File: src/rtl/otter_hazard_pkg.sv
// Shared types and helpers for the OTTER hazard / forwarding controller.
package otter_hazard_pkg;

  typedef enum logic [1:0] {
    FWD_RF  = 2'd0,
    FWD_MEM = 2'd1,
    FWD_WB  = 2'd2
  } fwd_sel_t;

  typedef enum logic [1:0] {
    IDLE,
    WAIT,
    ERR
  } dmem_state_t;

  function automatic logic writer_match(
    input logic       valid,
    input logic       reg_write,
    input logic [4:0] rd,
    input logic [4:0] src,
    input logic       used
  );
    return valid && reg_write && (rd != 5'd0) && (rd == src) && used;
  endfunction

endpackage

File: src/rtl/otter_sat_counter.sv
// Saturating up-counter clocked on the pipeline's falling edge.
module otter_sat_counter #(
  parameter int unsigned WIDTH = 32
) (
  input  logic             clk,
  input  logic             rst_n,
  input  logic             clear,
  input  logic             inc,
  output logic [WIDTH-1:0] count
);

  always_ff @(negedge clk or negedge rst_n) begin
    if (!rst_n) begin
      count <= '0;
    end else if (clear) begin
      count <= '0;
    end else if (inc && (count != '1)) begin
      count <= count + WIDTH'(1);
    end
  end

endmodule

File: src/rtl/otter_hazard_ctrl.sv
// Hazard, forwarding, stall and DMEM-wait controller for the five-stage OTTER pipeline.
module otter_hazard_ctrl
  import otter_hazard_pkg::*;
#(
  parameter bit          FWD_EN  = 1'b1,
  parameter int unsigned TIMEOUT = 255,
  parameter int unsigned CNT_W   = 32
) (
  input  logic             CLK,
  input  logic             RST_N,
  input  logic             DE_VALID,
  input  logic             DE_RS1_USED,
  input  logic             DE_RS2_USED,
  input  logic [4:0]       DE_RS1_ADDR,
  input  logic [4:0]       DE_RS2_ADDR,
  input  logic             EX_VALID,
  input  logic             EX_REG_WRITE,
  input  logic             EX_IS_LOAD,
  input  logic [4:0]       EX_RD_ADDR,
  input  logic             EX_BR_TAKEN,
  input  logic             MEM_VALID,
  input  logic             MEM_REG_WRITE,
  input  logic [4:0]       MEM_RD_ADDR,
  input  logic             DMEM_REQ,
  input  logic             DMEM_ACK,
  output logic             PC_HOLD,
  output logic             EX_BUBBLE,
  output logic             FLUSH_IF,
  output logic             FLUSH_DE,
  output logic             PIPE_HOLD,
  output logic [1:0]       FWD_A_SEL,
  output logic [1:0]       FWD_B_SEL,
  output logic             MEM_ERR,
  output logic [CNT_W-1:0] STALL_CNT,
  output logic [CNT_W-1:0] FLUSH_CNT
);

  logic        rst_meta, rst_sync_n;
  logic        ex_m1, ex_m2, mem_m1, mem_m2;
  logic        stall, flush, bubble, pc_hold, dmem_hold;
  fwd_sel_t    fa_q, fb_q, fa_nx, fb_nx;
  dmem_state_t state, state_nx;
  logic [31:0] wait_cnt, wait_cnt_nx;
  logic        mem_err_q;

  // Asynchronous assert, release aligned to the falling edge used by all state here.
  always_ff @(negedge CLK or negedge RST_N) begin
    if (!RST_N) {rst_meta, rst_sync_n} <= '0;
    else        {rst_meta, rst_sync_n} <= {1'b1, rst_meta};
  end

  always_comb begin
    ex_m1  = writer_match(EX_VALID, EX_REG_WRITE, EX_RD_ADDR, DE_RS1_ADDR, DE_VALID && DE_RS1_USED);
    ex_m2  = writer_match(EX_VALID, EX_REG_WRITE, EX_RD_ADDR, DE_RS2_ADDR, DE_VALID && DE_RS2_USED);
    mem_m1 = writer_match(MEM_VALID, MEM_REG_WRITE, MEM_RD_ADDR, DE_RS1_ADDR, DE_VALID && DE_RS1_USED);
    mem_m2 = writer_match(MEM_VALID, MEM_REG_WRITE, MEM_RD_ADDR, DE_RS2_ADDR, DE_VALID && DE_RS2_USED);
  end

  // Hold beats branch flush, which beats load-use / RAW stall.
  always_comb begin
    if (FWD_EN) stall = (ex_m1 || ex_m2) && EX_IS_LOAD;
    else        stall = ex_m1 || ex_m2 || mem_m1 || mem_m2;
    flush   = EX_BR_TAKEN && !dmem_hold;
    bubble  = stall && !dmem_hold && !flush;
    pc_hold = dmem_hold || (stall && !flush);
  end

  always_comb begin
    fa_nx = FWD_RF;
    fb_nx = FWD_RF;
    if (FWD_EN) begin
      if (ex_m1)       fa_nx = FWD_MEM;
      else if (mem_m1) fa_nx = FWD_WB;
      if (ex_m2)       fb_nx = FWD_MEM;
      else if (mem_m2) fb_nx = FWD_WB;
    end
  end

  always_ff @(negedge CLK or negedge rst_sync_n) begin
    if (!rst_sync_n) begin
      fa_q <= FWD_RF;
      fb_q <= FWD_RF;
    end else if (!dmem_hold) begin
      fa_q <= (bubble || flush) ? FWD_RF : fa_nx;
      fb_q <= (bubble || flush) ? FWD_RF : fb_nx;
    end
  end

  // DMEM wait FSM: state register.
  always_ff @(negedge CLK or negedge rst_sync_n) begin
    if (!rst_sync_n) begin
      state     <= IDLE;
      wait_cnt  <= '0;
      mem_err_q <= 1'b0;
    end else begin
      state     <= state_nx;
      wait_cnt  <= wait_cnt_nx;
      mem_err_q <= mem_err_q || (state_nx == ERR);
    end
  end

  // wait_cnt counts hold cycles already spent, so the cycle reaching TIMEOUT is the last held one.
  always_comb begin
    state_nx    = state;
    wait_cnt_nx = wait_cnt;
    case (state)
      IDLE, WAIT: begin
        if (dmem_hold) begin
          wait_cnt_nx = wait_cnt + 32'd1;
          if ((TIMEOUT != 0) && (wait_cnt_nx >= TIMEOUT)) begin
            state_nx    = ERR;
            wait_cnt_nx = '0;
          end else begin
            state_nx = WAIT;
          end
        end else begin
          state_nx    = IDLE;
          wait_cnt_nx = '0;
        end
      end
      ERR:     state_nx = IDLE;
      default: state_nx = IDLE;
    endcase
  end

  always_comb begin
    dmem_hold = (state != ERR) && MEM_VALID && DMEM_REQ && !DMEM_ACK;
  end

  assign PC_HOLD   = rst_sync_n && pc_hold;
  assign EX_BUBBLE = rst_sync_n && bubble;
  assign FLUSH_IF  = rst_sync_n && flush;
  assign FLUSH_DE  = rst_sync_n && flush;
  assign PIPE_HOLD = rst_sync_n && dmem_hold;
  assign FWD_A_SEL = fa_q;
  assign FWD_B_SEL = fb_q;
  assign MEM_ERR   = mem_err_q;

  otter_sat_counter #(.WIDTH(CNT_W)) u_stall_cnt (
    .clk   (CLK),
    .rst_n (rst_sync_n),
    .clear (1'b0),
    .inc   (PC_HOLD),
    .count (STALL_CNT)
  );

  otter_sat_counter #(.WIDTH(CNT_W)) u_flush_cnt (
    .clk   (CLK),
    .rst_n (rst_sync_n),
    .clear (1'b0),
    .inc   (FLUSH_IF),
    .count (FLUSH_CNT)
  );

endmodule

File: config.mk
export PLATFORM = sky130hd
export DESIGN_NAME = otter_hazard_ctrl
export DESIGN_NICKNAME = d
export VERILOG_FILES = /design/src/rtl/otter_hazard_pkg.sv /design/src/rtl/otter_sat_counter.sv /design/src/rtl/otter_hazard_ctrl.sv
export SDC_FILE = /design/constraint.sdc
export NUM_CORES = 1
export LEC_CHECK = 0
export ABC_AREA = 1
export CAP_MARGIN = 20
export CORE_UTILIZATION = 40
export CTS_CLUSTER_DIAMETER = 100
export DETAILED_ROUTE_END_ITERATION = 7
export GPL_ROUTABILITY_DRIVEN = 0
export PLACE_DENSITY = 0.71
export REMOVE_ABC_BUFFERS = 1
export SYNTH_ARGS = -nofsm -noshare
export SYNTH_HDL_FRONTEND = slang
export SYNTH_SLANG_ARGS = --single-unit
File: constraint.sdc
create_clock -name CLK -period 6 [get_ports CLK]
set_input_delay 1.2 -clock CLK [delete_from_list [all_inputs] [get_ports CLK]]
set_output_delay 1.2 -clock CLK [all_outputs]
set_load 0.01 [all_outputs]
==> results.py <==
metrics = {
    "setup_path": {
        "crit_path_start_kind": "register",
        "required_ns": 4.80,
        "crit_arrival_ns": 4.74,
        "critical_path.max_fanout": 3,
        "r2r-end": "MEM_ERR$_DFF_NN0_",
        "end_kind": "primary output",
        "crit_type": "reg -> out",
        "rr_worst_depth": 14,
        "rrSetupSlack_ns": 3.67,
        "r2r-start": "wait_cnt[1]$_DFFE_NN0P_",
    },
    "cts": {
        "cts_buffer_depth": 2,
        "htreeDepth": 3,
        "clk_pin_slew_ns": 0.05,
        "cts_tree": "built",
        "insertion_delay_ns": 0.36,
        "cts_inserted_buffers": 9,
        "cts_root_buf": "clkbuf_16",
        "cts_num_sinks": 105,
    },
    "yosys": {
        "ys_ff_latch": 105,
        "yosysWarnings": 0,
        "avgSynthCellArea_um2": 7.23,
        "netlist_area_um2": 6610,
        "synth_area_leaders": "dfrtn_1, nand2_1, xor2_1, nor2_1, inv_1",
        "netlist-cell-type-count": 38,
        "synth_cells": 915,
        "yosys.area.top_type": "dfrtn_1",
        "seq_area_frac_synth_pct": 39.7,
        "synth_top_area_share_pct": 39.7,
    },
    "layout": {
        "area_growth_pct": 27.6,
        "drive_gt1_share_pct": 9.19,
        "final_nets": 1088,
        "n_antenna_cell": 0,
    },
    "global_route": {
        "grt_max_degree": 59,
        "grt.overflow.total": 0,
        "grt.total_usage_pct": 20.0,
        "grt_pass1_wl_um": 27200,
        "antenna_found_initial": 0,
        "grt_pass1_vias": 5767,
    },
    "route": {
        "drt_iter0_drc": 350,
        "vias": 6059,
        "vias_per_cell": 4.76,
        "firstDrtPassIters": 4,
        "final_antenna_net_count": 0,
        "wl_per_cell_um": 12.7,
        "drc": 0,
        "drt-total-wl_um": 16100,
    },
    "min_path": {
        "holdPathStages": 0,
        "hold_start": "rst_meta$_DFF_NN0_",
        "min_path_type": "reg -> reg",
        "worstHoldEndpoint": "rst_sync_n$_DFF_NN0_",
    },
    "die": {
        "coreArea_um2": 16000,
        "die_y_um": 131,
        "initial_core_util_pct": 41.3,
        "io_pins": 107,
        "std_cell_rows": 46,
        "die_x_um": 131,
        "die_area_um2": 17000,
    },
    "pwr": {
        "p_clk_share_pct": 36.6,
        "swShare_pct": 26.8,
        "p_leak_nw": 4.08,
        "p_comb_share_pct": 13.0,
        "power_density_nw_per_um2": 183,
        "p_seq_share_pct": 50.4,
        "power_switching_mw": 0.414,
        "power_mw": 1.54,
        "irDropWorstVdd_uv": 182,
        "p_int_mw": 1.13,
    },
    "sta": {
        "finClkSkew_ns": 0.00833,
        "worst_slew_pin_slew_ns": 0.719,
        "max_slew_margin_pct": 52.1,
        "hold_violations": 0,
        "whs_ns": 0.310,
        "setup_viol": 0,
        "slew_violations": 0,
        "rsz0062_at_grt": "yes",
    },
    "status": {
        "status": "completed",
    },
    "run": {
        "maxCapViolations": 0,
    },
    "placement": {
        "dpl.hpwl_um": 12200,
        "portBuffers": 106,
    },
}
-- per-stage QoR --
step,cell area [um^2],TNS (ns),std cells,util (%),setup slack [ns]
final,8440,0,1272,52.7,0.0591
after global routing,8440,-0.631,1272,52.7,-0.0551
after CTS,8430,0,1272,52.7,0.0213
after detailed placement,8150,-10.61,1256,51.0,-0.306
after global placement,8150,-8.37,1256,51.0,-0.235
after floorplan,6540,-20.41,899,-,-1.84
-- worst max-delay path by stage --
stage                    startpoint                                end  slack, ns  cells past startpoint
2_1_floorplan  rst_sync_n$_DFF_NN0_                            PC_HOLD      -1.84                      4
3_3_place_gp          EX_RD_ADDR[0]  u_stall_cnt.count[24]$_DFFE_NN0P_      -0.23                     13
3_5_place_dp          EX_RD_ADDR[0]  u_stall_cnt.count[24]$_DFFE_NN0P_      -0.31                     13
4_1_cts          state[0]$_DFF_NN0_                            PC_HOLD       0.02                      7
5_1_grt                    DE_VALID  u_stall_cnt.count[18]$_DFFE_NN0P_      -0.06                     13
6_report         state[0]$_DFF_NN0_                          PIPE_HOLD       0.06                      4
-- cells in the final DEF (no fill, tap or decap), types with 20 or more instances in the layout --
cell type / n
nand2_1: 307
dfrtn_1: 105
nor3_1: 27
nor2_1: 106
buf_4: 32
nand3_1: 68
inv_1: 98
xnor2_1: 20
xor2_1: 61
nand4_1: 23
clkdlybuf4s50_1: 102
-- layout make-up --
class / instances / area, um^2
Multi-Input combinational cell: 692 / 3530
Fill cell: 1586 / 7560
Tap cell: 216 / 270
Sequential cell: 105 / 2630
Inverter: 102 / 383
Timing Repair Buffer: 141 / 1340
Clock inverter: 7 / 55.1
Clock buffer: 9 / 225
-- critical path, cell delays in order (launching register included) --
cell and delay, ns:
dfrtn_1 0.43, o21ai_4 0.09, buf_4 0.16, nor2_1 0.13, clkdlybuf4s50_1 0.59
-- cells by family after synthesis --
group	count (synthesis)	share of synthesized area, %
AND/OR/NAND/NOR	583	39.2
buffers and inverters	118	6.96
flip-flops	105	39.7
XOR/XNOR	81	10.7
AO/OA/AOI/OAI	23	2.55
adder cells (fa/ha/maj)	4	0.757
other	1	0.0567
-- power groups by stage --
stage          logic (mW)  registers, mW  clock network, mW
6_report            0.200          0.779              0.566
5_1_grt             0.221          0.784              0.613
4_1_cts             0.202          0.778              0.580
3_5_place_dp        0.201          0.790                  0
3_3_place_gp        0.198          0.790                  0
2_1_floorplan      0.0750          0.803                  0
-- cell usage after synthesis, drive strengths merged --
library cell,number
nor4,10
buf,10
dfrtn,105
nor2,120
a21oi,6
xor2,61
a211oi,1
o21bai,1
nand4,24
xnor2,20
a21boi,1
nand3b,10
or2,1
nand2,317
o22ai,1
o21ai,13
inv,102
ha,4
nor3,30
clkbuf,6
nand3,69
nor3b,1
and2,1
conb,1
-- repair_timing --
action	4_1_cts	5_1_grt
resized for setup	6	3
setup buffers	0	0
endpoints found under the setup margin	4	33
hold buffers	0	0
-- flip-flops by register name, summed over array words and instances, names as in the netlist --
name,cells
FWD_A_SEL,2
FWD_B_SEL,2
rst_sync_n,1
rst_meta,1
state,2
MEM_ERR,1
wait_cnt,32
u_stall_cnt.count,32
u_flush_cnt.count,32
-- metal layers --
layer / GRT usage [%] / share of wire [%] / vias to the layer above
li1: - / - / 3150
met1: 26.7 / 47 / 2794
met2: 33.9 / 48 / 100
met3: 3.26 / 3.9 / 15
met4: 5.21 / 1.1 / 0
met5: 0 / 0 / -
(Power assumes the default switching activity.)
